$ cat config.mk
export PLATFORM = sky130hd
export DESIGN_NAME = router_pkt_tx
export DESIGN_NICKNAME = d
export VERILOG_FILES = /design/src/rtl/router_pkg.sv /design/src/rtl/router_tx_buf.sv /design/src/rtl/router_pkt_tx.sv
export SDC_FILE = /design/constraint.sdc
export NUM_CORES = 1
export LEC_CHECK = 0
export ABC_AREA = 1
export BUFFER_PORTS_ARGS = -buffer_cell sky130_fd_sc_hd__clkbuf_2
export CORE_MARGIN = 1
export CORE_UTILIZATION = 50
export DETAILED_ROUTE_END_ITERATION = 8
export PLACE_DENSITY = 0.66
export SYNTH_ARGS = -nofsm -noshare
export SYNTH_HDL_FRONTEND = slang
export SYNTH_SLANG_ARGS = --single-unit
$ cat constraint.sdc
create_clock -name clock -period 6.8 [get_ports clock]
set_clock_uncertainty 0.2 [all_clocks]
set_input_delay 1.36 -clock clock [delete_from_list [all_inputs] [get_ports clock]]
set_output_delay 1.36 -clock clock [all_outputs]
set_load 0.01 [all_outputs]
$ cat src/rtl/router_pkg.sv
// Shared types and helpers for the router packet transmitter.
package router_pkg;

  typedef enum logic [2:0] {
    IDLE,
    LOAD,
    HEADER,
    PAYLOAD,
    PARITY,
    ERRCHK,
    GAP
  } tx_state_t;

  localparam logic [1:0] ILLEGAL_ADDR = 2'b11;
  localparam int         MAX_LEN      = 63;

  function automatic logic [7:0] build_header(input logic [1:0] addr, input logic [5:0] len);
    return {len, addr};
  endfunction

  function automatic logic [7:0] parity_update(input logic [7:0] parity, input logic [7:0] data);
    return parity ^ data;
  endfunction

endpackage

$ cat src/rtl/router_tx_buf.sv
// Payload buffer: one synchronous write port, one combinational read port.
module router_tx_buf
  import router_pkg::*;
(
  input  logic       clock,
  input  logic       wr_en,
  input  logic [5:0] wr_addr,
  input  logic [7:0] wr_data,
  input  logic [5:0] rd_addr,
  output logic [7:0] rd_data
);

  logic [7:0] mem [MAX_LEN+1];

  // Storage is deliberately not reset; contents are only read after being written.
  always_ff @(posedge clock) begin
    if (wr_en) mem[wr_addr] <= wr_data;
  end

  assign rd_data = mem[rd_addr];

endmodule

$ cat src/rtl/router_pkt_tx.sv
// Packet transmitter feeding the 1x3 router input: buffers a payload, then sends
// header, payload and parity under busy flow control and reports router error.
//
// state   | meaning
// IDLE    | ready for a request
// LOAD    | collecting payload bytes into the buffer
// HEADER  | header byte on data_out, waiting for !busy
// PAYLOAD | payload bytes on data_out
// PARITY  | parity byte on data_out, pkt_valid low
// ERRCHK  | sampling router error for ERR_WAIT cycles
// GAP     | enforced idle time between packets
module router_pkt_tx
  import router_pkg::*;
#(
  parameter int ERR_WAIT   = 4,
  parameter int GAP_CYCLES = 2
) (
  input  logic       clock,
  input  logic       reset,
  input  logic       req_valid,
  output logic       req_ready,
  input  logic [1:0] req_addr,
  input  logic [5:0] req_len,
  input  logic       pl_valid,
  output logic       pl_ready,
  input  logic [7:0] pl_data,
  output logic       pkt_valid,
  output logic [7:0] data_out,
  input  logic       busy,
  input  logic       error,
  output logic       req_err,
  output logic       done,
  output logic       done_err
);

  tx_state_t  state, state_nxt;
  logic [1:0] addr_q;
  logic [5:0] len_q;
  logic [5:0] idx;
  logic [7:0] parity;
  logic [7:0] cnt;
  logic [7:0] gap_cnt;
  logic       err_seen;
  logic [5:0] rd_addr;
  logic [7:0] rd_data;

  logic req_fire, req_bad, pl_fire, take, last_idx, cnt_tc, gap_tc;

  assign req_fire = req_valid & req_ready & (state == IDLE);
  assign req_bad  = (req_addr == ILLEGAL_ADDR) || (req_len == 6'd0);
  assign pl_fire  = pl_valid & pl_ready & (state == LOAD);
  assign take     = ~busy;
  assign last_idx = (idx == len_q - 6'd1);
  assign cnt_tc   = (cnt <= 8'd1);
  assign gap_tc   = (gap_cnt <= 8'd1);

  // Read address looks one byte ahead so data_out can be loaded on acceptance.
  assign rd_addr = (state == PAYLOAD) ? idx + 6'd1 : 6'd0;

  router_tx_buf u_buf (
    .clock   (clock),
    .wr_en   (pl_fire),
    .wr_addr (idx),
    .wr_data (pl_data),
    .rd_addr (rd_addr),
    .rd_data (rd_data)
  );

  always_ff @(posedge clock) begin
    if (reset) state <= IDLE;
    else       state <= state_nxt;
  end

  always_comb begin
    state_nxt = state;
    case (state)
      IDLE:    if (req_fire && !req_bad) state_nxt = LOAD;
      LOAD:    if (pl_fire && last_idx) state_nxt = HEADER;
      HEADER:  if (take) state_nxt = PAYLOAD;
      PAYLOAD: if (take && last_idx) state_nxt = PARITY;
      PARITY:  if (take) state_nxt = ERRCHK;
      ERRCHK:  if (cnt_tc) state_nxt = (GAP_CYCLES == 0) ? IDLE : GAP;
      GAP:     if (gap_tc) state_nxt = IDLE;
      default: state_nxt = IDLE;
    endcase
  end

  always_ff @(posedge clock) begin
    if (reset) begin
      req_ready <= 1'b0;
      pl_ready  <= 1'b0;
      pkt_valid <= 1'b0;
      data_out  <= 8'd0;
      req_err   <= 1'b0;
      done      <= 1'b0;
      done_err  <= 1'b0;
      addr_q    <= 2'd0;
      len_q     <= 6'd0;
      idx       <= 6'd0;
      parity    <= 8'd0;
      cnt       <= 8'd0;
      gap_cnt   <= 8'd0;
      err_seen  <= 1'b0;
    end else begin
      req_ready <= (state_nxt == IDLE);
      pl_ready  <= (state_nxt == LOAD);
      req_err   <= 1'b0;
      done      <= 1'b0;
      done_err  <= 1'b0;
      case (state)
        IDLE: begin
          if (req_fire) begin
            if (req_bad) begin
              req_err <= 1'b1;
            end else begin
              addr_q <= req_addr;
              len_q  <= req_len;
              parity <= build_header(req_addr, req_len);
              idx    <= 6'd0;
            end
          end
        end
        LOAD: begin
          if (pl_fire) begin
            parity <= parity_update(parity, pl_data);
            if (last_idx) begin
              idx       <= 6'd0;
              pkt_valid <= 1'b1;
              data_out  <= build_header(addr_q, len_q);
            end else begin
              idx <= idx + 6'd1;
            end
          end
        end
        HEADER: begin
          if (take) data_out <= rd_data;
        end
        PAYLOAD: begin
          if (take) begin
            if (last_idx) begin
              pkt_valid <= 1'b0;
              data_out  <= parity;
            end else begin
              idx      <= idx + 6'd1;
              data_out <= rd_data;
            end
          end
        end
        PARITY: begin
          if (take) begin
            cnt      <= 8'(ERR_WAIT);
            err_seen <= 1'b0;
          end
        end
        ERRCHK: begin
          if (cnt_tc) begin
            done      <= 1'b1;
            done_err  <= err_seen | error;
            pkt_valid <= 1'b0;
            data_out  <= 8'd0;
            gap_cnt   <= 8'(GAP_CYCLES);
          end else begin
            cnt      <= cnt - 8'd1;
            err_seen <= err_seen | error;
          end
        end
        GAP: begin
          if (!gap_tc) gap_cnt <= gap_cnt - 8'd1;
        end
        default: ;
      endcase
    end
  end

endmodule
==> results.toml <==
[synth]
synth_top_family_by_area = "simple AND/OR/NAND/NOR gates"
yosys.area_share.simple_pct = 23.6
synth_top_cell_by_area = "edfxtp_1"
ys_types = 39
yosys.area_share.adder_pct = 0.310
ys_seq_area_share_pct = 68.2
synth-warning-count = 0
avgSynthCellArea_um2 = 10.7
synth_compound_area_share_pct = 3.10
synthFlopType = "edfxtp_1"
syn-num-nets = 2280
synthMostInstantiatedCell = "nand3_1"
synthArstFlopShare_pct = 0
syn_inst = 2252
synthTopCellsByCount = "567 x nand3_1, 512 x edfxtp_1, 483 x nand2_1"
synth_edf_count = 512
synthMuxAreaShare_pct = 0
synthTopCellsByArea = "edfxtp_1 64%, nand3_1 12%, nand2_1 7.5%"
synthXorXnorAreaFrac_pct = 0.724
ys_seq_elements = 568
syn_area_mm2 = 0.0242
synth_top_area_share_pct = 63.6

[timing]
rsz0062_at_grt = "no"
finalCritPeriodShare_pct = 64.9
maxSlewHeadroom_pct = 29.3
slew_viol_final = 0
post-route-min-period_ns = 4.41
hold_ws_ns = 0.269
hold_viol = 0
finalSetupTns_ns = 0
tightest_slew_ns = 1.06
worst_slack_ns = 2.39
fmax_mhz = 227
setup_violations = 0

[route]
wl_um = 66500
viasPerCell = 5.97
highest_layer = "met4"
met2_length_um = 30700
antenna_left = 0
drc = 0
post_drt_wl_per_cell_um = 23.0
wl_met3_um = 6030
routed-via-count = 17283
drt-met1-wl_um = 27500
drtIter0Drc = 2050
firstDrtPassIters = 5

[setup_path]
critical_path_arrival_ns = 4.68
critical_path.max_fanout = 171
endpoint_kind = "flop"
r2r_cells = 15
crit_type = "flop to flop"
cp-start-kind = "flop"
required_ns = 7.07

[clocking]
cts_made_buffers = 56
insertion_delay_ns = 0.62
holdBufCountCts = 0
cts_root_buf = "clkbuf_16"
cts.path.max_buffers = 3
cts_setup_buffers = 0
cts_tree = "yes"
cts_max_level = 2
cts_resized = 0
cts.sinks = 568
cts.clk_slew.worst_paths_ns = 0.06

[cells_and_area]
drive_gt1_share_pct = 7.33
num_antenna_cells = 0
fillerInstances = 4120
final_core_util_pct = 55.3
finalInstanceArea_mm2 = 0.0264
synthToLayoutAreaGrowth_pct = 9.16
final_cells = 2893
num-nets-final = 2268

[die]
coreArea_mm2 = 0.0477
ios = 36
start_util_pct = 50.7
fp.dieW_um = 222
die_h_um = 222
design.die.area_mm2 = 0.0493
rows = 80

[placement]
routabilityCongestion = 0.908
place_ws_ns = 2.55
io_buffers = 35
dp_hpwl_um = 39400
dpl_cell_area_mm2 = 0.0248
dpl.cell_count = 2796

[hold_path]
hold_depth = 2
holdCritPathClass = "flop to flop"

[status]
status = "completed"

[grt]
grt.total_usage_pct = 27.1
gr-total-overflow = 0
grt_pass1_vias = 16642
antenna_found_initial = 0
grt_start_max_net_pins = 172
grt_pass1_wl_um = 101000

[pwr]
power_leakage_nw = 9.59
p_per_area_mw_per_mm2 = 268
peakVddDrop_v = 0.000191
total_power_mw = 7.08

[run]
max-cap-violations = 0
-- power breakdown --
part	internal (mW)	switching, mW	leakage [nW]
clock network	1.52	1.32	0.796
registers	3.82	0.0208	5.05
logic	0.0916	0.300	3.74
-- flip-flops by register name, summed over array words and instances, names as in the netlist, 2 cells and up --
name       count
parity         8
u_buf.mem    512
gap_cnt        8
addr_q         2
state          3
data_out       8
len_q          6
idx            6
cnt            8
-- cells by family (layout without fill, tap and decap cells) --
logic type / Yosys count / count (layout)
xor gates and xnor gates: 20 / 20
and+or+nand+nor: 1282 / 1282
adders and majority gates: 6 / 6
buffers and inverters: 235 / 261
DFF: 568 / 568
AOI/OAI and AO/OA: 141 / 141
-- critical path, stage by stage (launching register included) --
cell and delay, ns:
dfxtp_1 0.47, nand2_1 0.13, nor2_4 0.11, buf_12 0.51
nand2_4 0.74, buf_12 0.51, nand2_1 0.16, nand3_1 0.08
nand3_1 0.15, nand3_1 0.15, nand3_1 0.22, nand3_1 0.18
nand3_1 0.13, nand2_1 0.07, nand2_1 0.06, a21oi_1 0.05
-- routing by layer --
layer / GRT usage (%) / vias to the layer above
met5: 0 / -
met4: 10.5 / 0
met3: 4.86 / 157
met2: 42.5 / 825
met1: 37.7 / 8417
li1: - / 7884
-- path summary, 6_finish.rpt --
| kind | start | to | slack [ns] |
|---|---|---|---|
| max reg2reg | state[1] | data_out[2] | 2.39 |
| min reg2reg | cnt[7] | cnt[7] | 0.27 |
| min | cnt[7] | cnt[7] | 0.27 |
| max | state[1] | data_out[2] | 2.39 |
-- layout by cell type (no fill, tap or decap), types with 3 or more instances in the layout --
master     netlist  routed
a211o_1          4       4
a21oi_1         99      99
a31oi_1          3       3
buf_4            6      23
clkbuf_1        52       9
clkbuf_16        0      56
clkbuf_2         0      35
clkinv_1         0      15
clkinv_2         0       8
dfxtp_1         56      56
edfxtp_1       512     512
ha_1             6       6
inv_1           92      92
inv_2           13      12
inv_6            0       3
nand2_1        483     482
nand3_1        567     567
nand3b_1         9       9
nand4_1         13      13
nor2_1         172     171
nor2_2           7       8
nor2_4           3       3
nor3_1          15      14
o2111ai_1        3       3
o21ai_0         25      25
o21ai_1          3       3
xnor2_1          7       7
xor2_1          13      13
-- cell type report --
cell class / instances / area, um2 / share of cell area (%)
Inverter: 105 / 399 / 1.51
Clock buffer: 67 / 1460 / 5.54
Timing Repair Buffer: 60 / 388 / 1.47
Clock inverter: 29 / 165 / 0.625
Sequential cell: 568 / 16500 / 62.5
Multi-Input combinational cell: 1449 / 6730 / 25.5
Tap cell: 615 / 769 / 2.91
Power figures use the tool's default switching activity.
